===== src/rtl/ped_crossing_scheduler_if.sv =====
`default_nettype none
// ============================================================================
// Module   : ped_crossing_scheduler_if
// Brief    : Signal bundle between crosswalk buttons/light controller and the
//            pedestrian-crossing scheduler.
// Revision : 1.0 - initial release
// ============================================================================
interface ped_crossing_scheduler_if;
    logic btn_a;
    logic btn_b;
    logic ra;
    logic ga;
    logic rb;
    logic gb;
    logic req_a;
    logic req_b;
    logic pending_a;
    logic pending_b;
    logic walk_a;
    logic walk_b;
    logic dwalk_a;
    logic dwalk_b;
    logic abort_a;
    logic abort_b;

    // Environment side: buttons and light controller
    modport master (
        output btn_a, btn_b, ra, ga, rb, gb,
        input  req_a, req_b, pending_a, pending_b, walk_a, walk_b,
               dwalk_a, dwalk_b, abort_a, abort_b
    );

    // Scheduler side
    modport slave (
        input  btn_a, btn_b, ra, ga, rb, gb,
        output req_a, req_b, pending_a, pending_b, walk_a, walk_b,
               dwalk_a, dwalk_b, abort_a, abort_b
    );
endinterface
`default_nettype wire


===== src/rtl/ped_crossing_scheduler.sv =====
`default_nettype none
// ============================================================================
// Module   : ped_crossing_scheduler
// Brief    : Debounces crosswalk buttons, gates walk requests to the light
//            controller and drives WALK / flashing DON'T-WALK lamps.
// Revision : 1.0 - initial release
// ============================================================================
module ped_crossing_scheduler #(
    parameter int DEBOUNCE_CYCLES = 4,
    parameter int MIN_GREEN       = 30,
    parameter int WALK_CYCLES     = 40,
    parameter int FLASH_CYCLES    = 20,
    parameter int FLASH_HALF      = 4
) (
    input  wire logic               clk,
    input  wire logic               reset,
    ped_crossing_scheduler_if.slave bus
);

    localparam int c_dw   = $clog2(DEBOUNCE_CYCLES + 1);
    localparam int c_gw   = $clog2(MIN_GREEN + 1);
    localparam int c_pmax = (WALK_CYCLES > FLASH_CYCLES) ? WALK_CYCLES : FLASH_CYCLES;
    localparam int c_pw   = $clog2(c_pmax + 1);
    localparam int c_hw   = $clog2(FLASH_HALF + 1);

    localparam logic [c_dw-1:0] c_deb_last   = c_dw'(DEBOUNCE_CYCLES - 1);
    localparam logic [c_gw-1:0] c_gmax       = c_gw'(MIN_GREEN);
    localparam logic [c_pw-1:0] c_walk_last  = c_pw'(WALK_CYCLES - 1);
    localparam logic [c_pw-1:0] c_flash_last = c_pw'(FLASH_CYCLES - 1);
    localparam logic [c_hw-1:0] c_half_last  = c_hw'(FLASH_HALF - 1);

    typedef enum logic [1:0] {
        S_IDLE  = 2'd0,
        S_PEND  = 2'd1,
        S_WALK  = 2'd2,
        S_FLASH = 2'd3
    } state_t;

    // Index 0 is crossing A, index 1 is crossing B
    logic [1:0] w_btn;
    logic [1:0] w_own_g;
    logic [1:0] w_own_r;
    logic [1:0] w_cross_g;
    logic [1:0] w_served;
    logic [1:0] w_req;
    logic [1:0] w_pend;
    logic [1:0] w_walk;
    logic [1:0] w_dwalk;
    logic [1:0] w_abort;

    assign w_btn     = {bus.btn_b, bus.btn_a};
    assign w_own_g   = {bus.gb, bus.ga};
    assign w_own_r   = {bus.rb, bus.ra};
    assign w_cross_g = {bus.ga, bus.gb};

    for (genvar i = 0; i < 2; i++) begin : g_cross
        logic            r_sync1;
        logic            r_sync2;
        logic            r_deb;
        logic            r_deb_d;
        logic [c_dw-1:0] r_dcnt;
        logic [c_gw-1:0] r_gcnt;
        logic [c_pw-1:0] r_pcnt;
        logic [c_pw-1:0] w_pcnt_nx;
        logic [c_hw-1:0] r_half;
        logic            r_flash_lvl;
        logic            r_abort;
        logic            w_abort_nx;
        logic            w_press;
        state_t          r_state;
        state_t          w_state_nx;

        // Debounced level moves only after DEBOUNCE_CYCLES stable samples
        always_ff @(posedge clk) begin
            if (reset) begin
                r_sync1 <= 1'b0;
                r_sync2 <= 1'b0;
                r_deb   <= 1'b0;
                r_deb_d <= 1'b0;
                r_dcnt  <= '0;
            end else begin
                r_sync1 <= w_btn[i];
                r_sync2 <= r_sync1;
                r_deb_d <= r_deb;
                if (r_sync2 != r_deb) begin
                    if (r_dcnt == c_deb_last) begin
                        r_deb  <= r_sync2;
                        r_dcnt <= '0;
                    end else begin
                        r_dcnt <= r_dcnt + 1'b1;
                    end
                end else begin
                    r_dcnt <= '0;
                end
            end
        end

        assign w_press = r_deb & ~r_deb_d;

        always_ff @(posedge clk) begin
            if (reset || !w_own_g[i]) begin
                r_gcnt <= '0;
            end else if (r_gcnt != c_gmax) begin
                r_gcnt <= r_gcnt + 1'b1;
            end
        end

        always_ff @(posedge clk) begin
            if (reset) begin
                r_state <= S_IDLE;
                r_pcnt  <= '0;
                r_abort <= 1'b0;
            end else begin
                r_state <= w_state_nx;
                r_pcnt  <= w_pcnt_nx;
                r_abort <= w_abort_nx;
            end
        end

        // Losing the cross-road green takes priority over normal phase expiry
        always_comb begin
            w_state_nx = r_state;
            w_pcnt_nx  = r_pcnt;
            w_abort_nx = 1'b0;
            case (r_state)
                S_IDLE: begin
                    if (w_press) begin
                        w_state_nx = S_PEND;
                    end
                end
                S_PEND: begin
                    if (w_own_r[i] && w_cross_g[i]) begin
                        w_state_nx = S_WALK;
                        w_pcnt_nx  = '0;
                    end
                end
                S_WALK: begin
                    if (!w_cross_g[i]) begin
                        w_state_nx = S_IDLE;
                        w_pcnt_nx  = '0;
                        w_abort_nx = 1'b1;
                    end else if (r_pcnt == c_walk_last) begin
                        w_state_nx = S_FLASH;
                        w_pcnt_nx  = '0;
                    end else begin
                        w_pcnt_nx = r_pcnt + 1'b1;
                    end
                end
                S_FLASH: begin
                    if (!w_cross_g[i]) begin
                        w_state_nx = S_IDLE;
                        w_pcnt_nx  = '0;
                        w_abort_nx = 1'b1;
                    end else if (r_pcnt == c_flash_last) begin
                        w_state_nx = S_IDLE;
                        w_pcnt_nx  = '0;
                    end else begin
                        w_pcnt_nx = r_pcnt + 1'b1;
                    end
                end
                default: begin
                    w_state_nx = S_IDLE;
                    w_pcnt_nx  = '0;
                end
            endcase
        end

        // Clearance flash always opens with the lamp lit
        always_ff @(posedge clk) begin
            if (reset) begin
                r_half      <= '0;
                r_flash_lvl <= 1'b1;
            end else if (r_state != S_FLASH && w_state_nx == S_FLASH) begin
                r_half      <= '0;
                r_flash_lvl <= 1'b1;
            end else if (r_state == S_FLASH) begin
                if (r_half == c_half_last) begin
                    r_half      <= '0;
                    r_flash_lvl <= ~r_flash_lvl;
                end else begin
                    r_half <= r_half + 1'b1;
                end
            end
        end

        assign w_served[i] = (r_state == S_WALK) || (r_state == S_FLASH);
        assign w_pend[i]   = (r_state == S_PEND);
        assign w_walk[i]   = (r_state == S_WALK);
        assign w_dwalk[i]  = (r_state == S_FLASH) ? r_flash_lvl : (r_state != S_WALK);
        assign w_abort[i]  = r_abort;

        // Interlock: never ask to end a green that is serving the other walk
        assign w_req[i] = w_pend[i] && w_own_g[i] && (r_gcnt == c_gmax) && !w_served[1-i];
    end

    assign bus.req_a     = w_req[0];
    assign bus.req_b     = w_req[1];
    assign bus.pending_a = w_pend[0];
    assign bus.pending_b = w_pend[1];
    assign bus.walk_a    = w_walk[0];
    assign bus.walk_b    = w_walk[1];
    assign bus.dwalk_a   = w_dwalk[0];
    assign bus.dwalk_b   = w_dwalk[1];
    assign bus.abort_a   = w_abort[0];
    assign bus.abort_b   = w_abort[1];

endmodule
`default_nettype wire


===== src/flat_wrapper.sv =====
// flat-port wrapper written by rule: the top's interface ports become plain ports
module ped_crossing_scheduler_flat 
#(
    parameter int DEBOUNCE_CYCLES = 4,
    parameter int MIN_GREEN       = 30,
    parameter int WALK_CYCLES     = 40,
    parameter int FLASH_CYCLES    = 20,
    parameter int FLASH_HALF      = 4
)
  (clk, reset, bus_btn_a, bus_btn_b, bus_ra, bus_ga, bus_rb, bus_gb, bus_req_a, bus_req_b, bus_pending_a, bus_pending_b, bus_walk_a, bus_walk_b, bus_dwalk_a, bus_dwalk_b, bus_abort_a, bus_abort_b);
  ped_crossing_scheduler_if bus_i ();
  input  wire logic clk;
  input  wire logic reset;
  input wire logic [$bits(bus_i.btn_a)-1:0] bus_btn_a;
  input wire logic [$bits(bus_i.btn_b)-1:0] bus_btn_b;
  input wire logic [$bits(bus_i.ra)-1:0] bus_ra;
  input wire logic [$bits(bus_i.ga)-1:0] bus_ga;
  input wire logic [$bits(bus_i.rb)-1:0] bus_rb;
  input wire logic [$bits(bus_i.gb)-1:0] bus_gb;
  output wire logic [$bits(bus_i.req_a)-1:0] bus_req_a;
  output wire logic [$bits(bus_i.req_b)-1:0] bus_req_b;
  output wire logic [$bits(bus_i.pending_a)-1:0] bus_pending_a;
  output wire logic [$bits(bus_i.pending_b)-1:0] bus_pending_b;
  output wire logic [$bits(bus_i.walk_a)-1:0] bus_walk_a;
  output wire logic [$bits(bus_i.walk_b)-1:0] bus_walk_b;
  output wire logic [$bits(bus_i.dwalk_a)-1:0] bus_dwalk_a;
  output wire logic [$bits(bus_i.dwalk_b)-1:0] bus_dwalk_b;
  output wire logic [$bits(bus_i.abort_a)-1:0] bus_abort_a;
  output wire logic [$bits(bus_i.abort_b)-1:0] bus_abort_b;
  assign bus_i.btn_a = bus_btn_a;
  assign bus_i.btn_b = bus_btn_b;
  assign bus_i.ra = bus_ra;
  assign bus_i.ga = bus_ga;
  assign bus_i.rb = bus_rb;
  assign bus_i.gb = bus_gb;
  assign bus_req_a = bus_i.req_a;
  assign bus_req_b = bus_i.req_b;
  assign bus_pending_a = bus_i.pending_a;
  assign bus_pending_b = bus_i.pending_b;
  assign bus_walk_a = bus_i.walk_a;
  assign bus_walk_b = bus_i.walk_b;
  assign bus_dwalk_a = bus_i.dwalk_a;
  assign bus_dwalk_b = bus_i.dwalk_b;
  assign bus_abort_a = bus_i.abort_a;
  assign bus_abort_b = bus_i.abort_b;
  ped_crossing_scheduler #(.DEBOUNCE_CYCLES(DEBOUNCE_CYCLES), .MIN_GREEN(MIN_GREEN), .WALK_CYCLES(WALK_CYCLES), .FLASH_CYCLES(FLASH_CYCLES), .FLASH_HALF(FLASH_HALF)) u_core (.clk(clk), .reset(reset), .bus(bus_i));
endmodule

===== config.mk =====
export PLATFORM = sky130hd
export DESIGN_NAME = ped_crossing_scheduler_flat
export DESIGN_NICKNAME = d
export VERILOG_FILES = /design/src/rtl/ped_crossing_scheduler_if.sv /design/src/rtl/ped_crossing_scheduler.sv /design/src/flat_wrapper.sv
export SDC_FILE = /design/constraint.sdc
export NUM_CORES = 1
export LEC_CHECK = 0
export BUFFER_PORTS_ARGS = -buffer_cell sky130_fd_sc_hd__buf_2
export CAP_MARGIN = 40
export CELL_PAD_IN_SITES_DETAIL_PLACEMENT = 1
export CELL_PAD_IN_SITES_GLOBAL_PLACEMENT = 2
export CORE_AREA = 2 2 76 85
export CTS_CLUSTER_SIZE = 24
export DETAILED_ROUTE_END_ITERATION = 12
export DIE_AREA = 0 0 78 87
export GPL_ROUTABILITY_DRIVEN = 0
export PLACE_DENSITY_LB_ADDON = 0.15
export SLEW_MARGIN = 30
export SYNTH_ARGS = -nofsm -noshare
export SYNTH_HDL_FRONTEND = slang
export SYNTH_SLANG_ARGS = --single-unit

===== constraint.sdc =====
create_clock -name clk -period 2.7 [get_ports clk]
set_input_delay 0.405 -clock clk [delete_from_list [all_inputs] [get_ports clk]]
set_output_delay 0.405 -clock clk [all_outputs]
set_load 0.02 [all_outputs]

* After elaboration in Yosys (flattened, before gate mapping)
Cells that the tools add are included.
** Cells by class
- Add/sub/neg operators :: 8
- Eq/ne operators :: 28
- Multiplexer cells :: 32
- Bitwise operators :: 10
- Reduce and logical (&&, ||, !) cells :: 36
** Operators by type and width (number)
- $mux 6 :: 10
- $pmux 6 s3 :: 2
- $mux 2 :: 12
- $pmux 2 s4 :: 2
- $add 3x1->3 const B :: 4
- $add 6x1->6 const B :: 2
- $eq 2x2->1 const B :: 6
- $eq 3x2->1 const B :: 4
- $eq 6x5->1 const B :: 2
- $eq 6x6->1 const B :: 2
- $reduce_and 2->1 :: 6
- $reduce_or 2->1 :: 6
- $add 5x1->5 const B :: 2
- $eq 5x5->1 const B :: 2
- $logic_and 1x1->1 :: 10
- $ne 5x5->1 const B :: 2
- $ne 2x2->1 const B :: 4
- $not 1->1 :: 8
- $mux 3 :: 2
- $reduce_bool 3->1 :: 2
- $reduce_or 3->1 :: 2
- $eq 2x1->1 const B :: 2
- $logic_not 1->1 :: 4
- $logic_not 2->1 :: 2
- other kinds (5) :: 14
** Word-level totals
- Register bits :: 50
- Output and inout port bits :: 10
- Word-level logic and storage cells :: 136

* Depth between registers and ports, before layout
- Depth in word-level cells :: 7
- Mapped depth :: 6
- Mapped depth without buffers :: 5

* Least setup slack after synthesis
OpenSTA, ideal clock, no wires.
- Path type :: register -> output
- Start :: register u_core.g_cross[0].r_state[0]
- End :: output bus_req_a
- Arrival :: 1.643 ns
- Data required time :: 2.295 ns
- Path slack :: 0.652 ns
- Cell stages (with the launch flop) :: 4
- Path buffers :: 1
- Path through :: dfxtp_1 > buf_6 > nor2b_1 > nor4b_1
** Between the ends
- Cells in the longest elaborated chain, start to end :: 4
** RTL lines
- start, declared :: line ped_crossing_scheduler.sv:70 : state_t r_state;
- start signal, assigned :: line ped_crossing_scheduler.sv:114 : r_state <= w_state_nx;
- $eq 2x1->1 :: line ped_crossing_scheduler.sv:187 : assign w_pend[i] = (r_state == S_PEND);
- named net bus_pending_a :: line flat_wrapper.sv:22 : output wire logic [$bits(bus_i.pending_a)-1:0] bus_pending_a;
- $logic_and 1x1->1 (3 in series) :: line ped_crossing_scheduler.sv:193 : assign w_req[i] = w_pend[i] && w_own_g[i] && (r_gcnt == c_gmax) && !w_served[1-i];
- end, declared :: line flat_wrapper.sv:20 : output wire logic [$bits(bus_i.req_a)-1:0] bus_req_a;
The timed path passes the listed nets, and every way through them passes these cells.

* Final worst setup path
- Start :: register u_core.g_cross[1].r_gcnt[0]
- End :: output bus_req_b
** Between the ends
- Cells in the longest elaborated chain, start to end :: 3
** RTL lines
- start, declared :: line ped_crossing_scheduler.sv:62 : logic [c_gw-1:0] r_gcnt;
- start signal, assigned :: line ped_crossing_scheduler.sv:104 : r_gcnt <= r_gcnt + 1'b1;
- $eq 5x5->1 :: line ped_crossing_scheduler.sv:193
- $logic_and 1x1->1 (2 in series) :: line ped_crossing_scheduler.sv:193
- end, declared :: line flat_wrapper.sv:21 : output wire logic [$bits(bus_i.req_b)-1:0] bus_req_b;
Every way passes these cells.

==> key figures <==
Status
  – Status: completed

Placement
  – Inst Count DP: about 350
  – Buffers on Ports: 17
  – Dpl ws: between 800 and 900 ps
  – Post-DP HPWL: 3.24 mm

Worst setup path
  – CP peak stage delay: 360 ps
  – Critical Path AT: about 1700 ps
  – Type of origin of the critical path: flop
  – Critical path, cell by cell: inv_1 > ha_1 > nand4_1 > nor4_1 > buf_2
  – Slowest CP cell: dfxtp_1
  – CP required: 2300 ps
  – Crit path capture type: output port
  – Class of the most critical setup path: flop to output port
  – Worst Path Max Fanout: 6

Detailed routing
  – Drt first pass iters: 4
  – DRT iter0 DRCs: slightly below 70
  – DRC: 0
  – Routed WL: around 4.6 mm
  – Post-route ant nets: 0
  – WL per Instance: approximately 13 um
  – Via density: approximately 5.2
  – Via count: around 1800

Timing
  – Fmax: 0.470 GHz
  – Setup TNS Final: 0 ps
  – Final period utilization: roughly 80%
  – Final hold vios: 0
  – Final worst path period need: 2130 ps
  – Setup ws final: about 570 ps
  – Finish-stage setup viols: 0
  – Worst Skew: approximately 6.7 ps
  – RSZ-0062 raised after global routing: false
  – Relative slew slack: about half
  – Max-slew violation count: 0
  – Worst Tran Pin Value: between 700 and 800 ps

Power
  – P_sw: 0.303 mW
  – P_leak: between 0.8 and 0.9 nW
  – P_int: roughly 0.95 mW
  – Seq pwr share: slightly below 60%
  – PwrDens: about 500 nW/um^2
  – Logic gate share of total power: under 10%
  – Sw Ratio: 24.2%
  – Max VDD drop: 0.000211 V
  – Clock network fraction of total power: between 30% and 40%

Final layout
  – Non-Filler Instances: approximately 350
  – Layout cells sized above 1: about a tenth
  – Multi-input logic area: 1180 sq um
  – Area grow syn2layout: 10.5%
  – Sequential Area: ~1000 sq um
  – Filler cells: approximately 730
  – Nets@finish: 293
  – Final core utilization: about two fifths
  – ANT cells: 0

Yosys
  – Mapped Cells: approximately 260
  – Yosys cell types: 42
  – Syn_nets: 278
  – Syn avg cell area: just under 9 sq um
  – Yosys warns: 0
  – Sequential fraction of the synthesis area: roughly 44%
  – Commonest cells post-synth: 50 x dfxtp_1, 27 x nor2_1, 23 x nand2_1, 20 x nand3_1, 18 x a21oi_1
  – Post-synth EDFFs: 0
  – Top cells by area, synth: dfxtp_1 44%, ha_1 6.6%, nor2_1 4.5%
  – FF+latch count, synth: 50
  – Post-synthesis async set-or-reset flop share: 0%
  – Top FF cell, synth: dfxtp_1
  – Top cell type's share of synthesized area: 44.3%
  – Top-count cell post-synth: dfxtp_1
  – Post-synthesis instance area: around 2300 sq um
  – Top cell type by total area after synthesis: dfxtp_1

Clocking
  – Clock Pin Slew Worst Setup and Hold Paths: 100 ps
  – Clk buf depth: 2
  – CTS Buf Count: 5
  – Clock sinks: 50
  – Worst-Skew Late Latency: 300 ps
  – Hold-fix buffers, CTS: 0
  – Root cell of the clock tree: clkbuf_8
  – Resize count post-CTS: 0
  – H-tree levels: 2
  – Postcts setup bufs: 0
  – CTS tree: built

Global route
  – GRT Util Overall: 14.4%
  – First-pass GRT wire length: about 8.0 mm
  – Initial antenna violation count: 0
  – Largest net degree at the start of global routing: 34
  – Vias in the first global route: between 1500 and 2000
  – Congestion Overflow GR: 0

Floorplan
  – Core Area: ~6000 sq um
  – Die H: between 80 and 90 um
  – Starting Density: a little under two fifths
  – Die W: 78 um
  – Die area: between 6000 and 7000 sq um
  – Rows: 30
  – Io pins: 18

Min path
  – HP Class: input port to flop

Flow run
  – Max-cap viol count: 0
power by group through the flow:
stage / Combinational, mW / Sequential [mW] / Clock (mW)
after CTS: 0.0376 / 0.749 / 0.497
after global placement: 0.0367 / 0.765 / 0
after floorplan: 0.0227 / 0.765 / 0
after detailed placement: 0.0370 / 0.766 / 0
final: 0.0361 / 0.749 / 0.471
after global routing: 0.0414 / 0.750 / 0.522
flip-flops by register name, indices dropped and copies added (netlist names):
register / cells
u_core.g_cross.r_gcnt: 10
u_core.bus.abort_b: 1
u_core.g_cross.r_dcnt: 6
u_core.g_cross.r_pcnt: 12
u_core.g_cross.r_deb: 2
u_core.g_cross.r_half: 6
u_core.g_cross.r_state: 4
u_core.g_cross.r_sync2: 2
u_core.bus.abort_a: 1
u_core.g_cross.r_sync1: 2
u_core.g_cross.r_deb_d: 2
u_core.g_cross.r_flash_lvl: 2
logic make-up (layout without fill, tap and decap cells):
logic type	Yosys count	in the layout	share of synthesized area [%]
muxes	2	2	0.886
buffers and inverters	17	33	3.38
DFF	50	50	44.3
and+or+nand+nor	118	118	26.7
adders and majority gates	12	12	6.64
AOI/OAI and AO/OA	49	49	14.2
xor gates and xnor gates	10	10	3.88
per-stage QoR:
| stage | cell area, sq um | power (mW) | hold WS, ps |
|---|---|---|---|
| after global routing | 2500 | 1.31 | 298 |
| after detailed placement | 2400 | 0.803 | 417 |
| after global placement | 2400 | 0.802 | 413 |
| after CTS | 2500 | 1.28 | 292 |
| final | 2500 | 1.26 | 302 |
| after floorplan | 2260 | 0.787 | 399 |
final timing paths:
kind                                                               start  slack [ps]  depth (start not counted)                                        to
worst min register to register    u_core.g_cross[1].r_dcnt[0]$_SDFF_PP0_         430                          1    u_core.g_cross[1].r_dcnt[0]$_SDFF_PP0_
worst max-delay path            u_core.g_cross[1].r_gcnt[0]$_SDFFE_PP0P_         570                          5                                 bus_req_b
worst min-delay path                                           bus_btn_a         300                          2      u_core.g_cross[0].r_sync1$_SDFF_PP0_
worst max register to register  u_core.g_cross[0].r_pcnt[0]$_SDFFE_PP0P_         840                          5  u_core.g_cross[0].r_half[2]$_SDFFE_PP0N_
per-layer routing:
metal / up-vias / wire length [um] / GRT usage (%)
met1: 878 / 2290 / 18.2
met4: 0 / 65 / 4.94
met3: 6 / 109 / 2.90
met5: - / 0 / 0
met2: 21 / 2150 / 24.5
li1: 940 / - / -
layout by cell type, fill, tap and decap left out, types with 2 or more instances in the layout:
cell       count
mux2i_1        2
a32oi_1        2
o21bai_1       3
inv_1          8
nor2_1        27
nand2_1       23
a31oi_1        8
nor3_1        10
nand3_1       20
and3_1         2
o21ai_0        4
nand4_1        2
a22oi_1        2
clkbuf_8       5
buf_2         17
nand2b_1       6
a211oi_1       3
xor2_1         4
dfxtp_1       50
nor4b_1        2
nor2b_1       12
nor3b_1        5
nand3b_1       3
o2111ai_1      2
xnor2_1        6
ha_1          12
a21oi_1       18
or3_1          2
area by class of cell:
type                            count  area share [%]
Clock buffer                        5            2.76
Clock inverter                      3            1.15
Inverter                            8            1.20
Multi-Input combinational cell    191            47.4
Sequential cell                    50            40.1
Tap cell                           80            4.01
Timing Repair Buffer               17            3.41
critical path, delay by kind of cell, from the launching register on:
family,cells,cell delay (ps)
flip-flops,1,360
buffers and inverters,2,290
AND/OR/NAND/NOR,2,610
adder cells (fa/ha/maj),1,170
(Power assumes the default switching activity.)
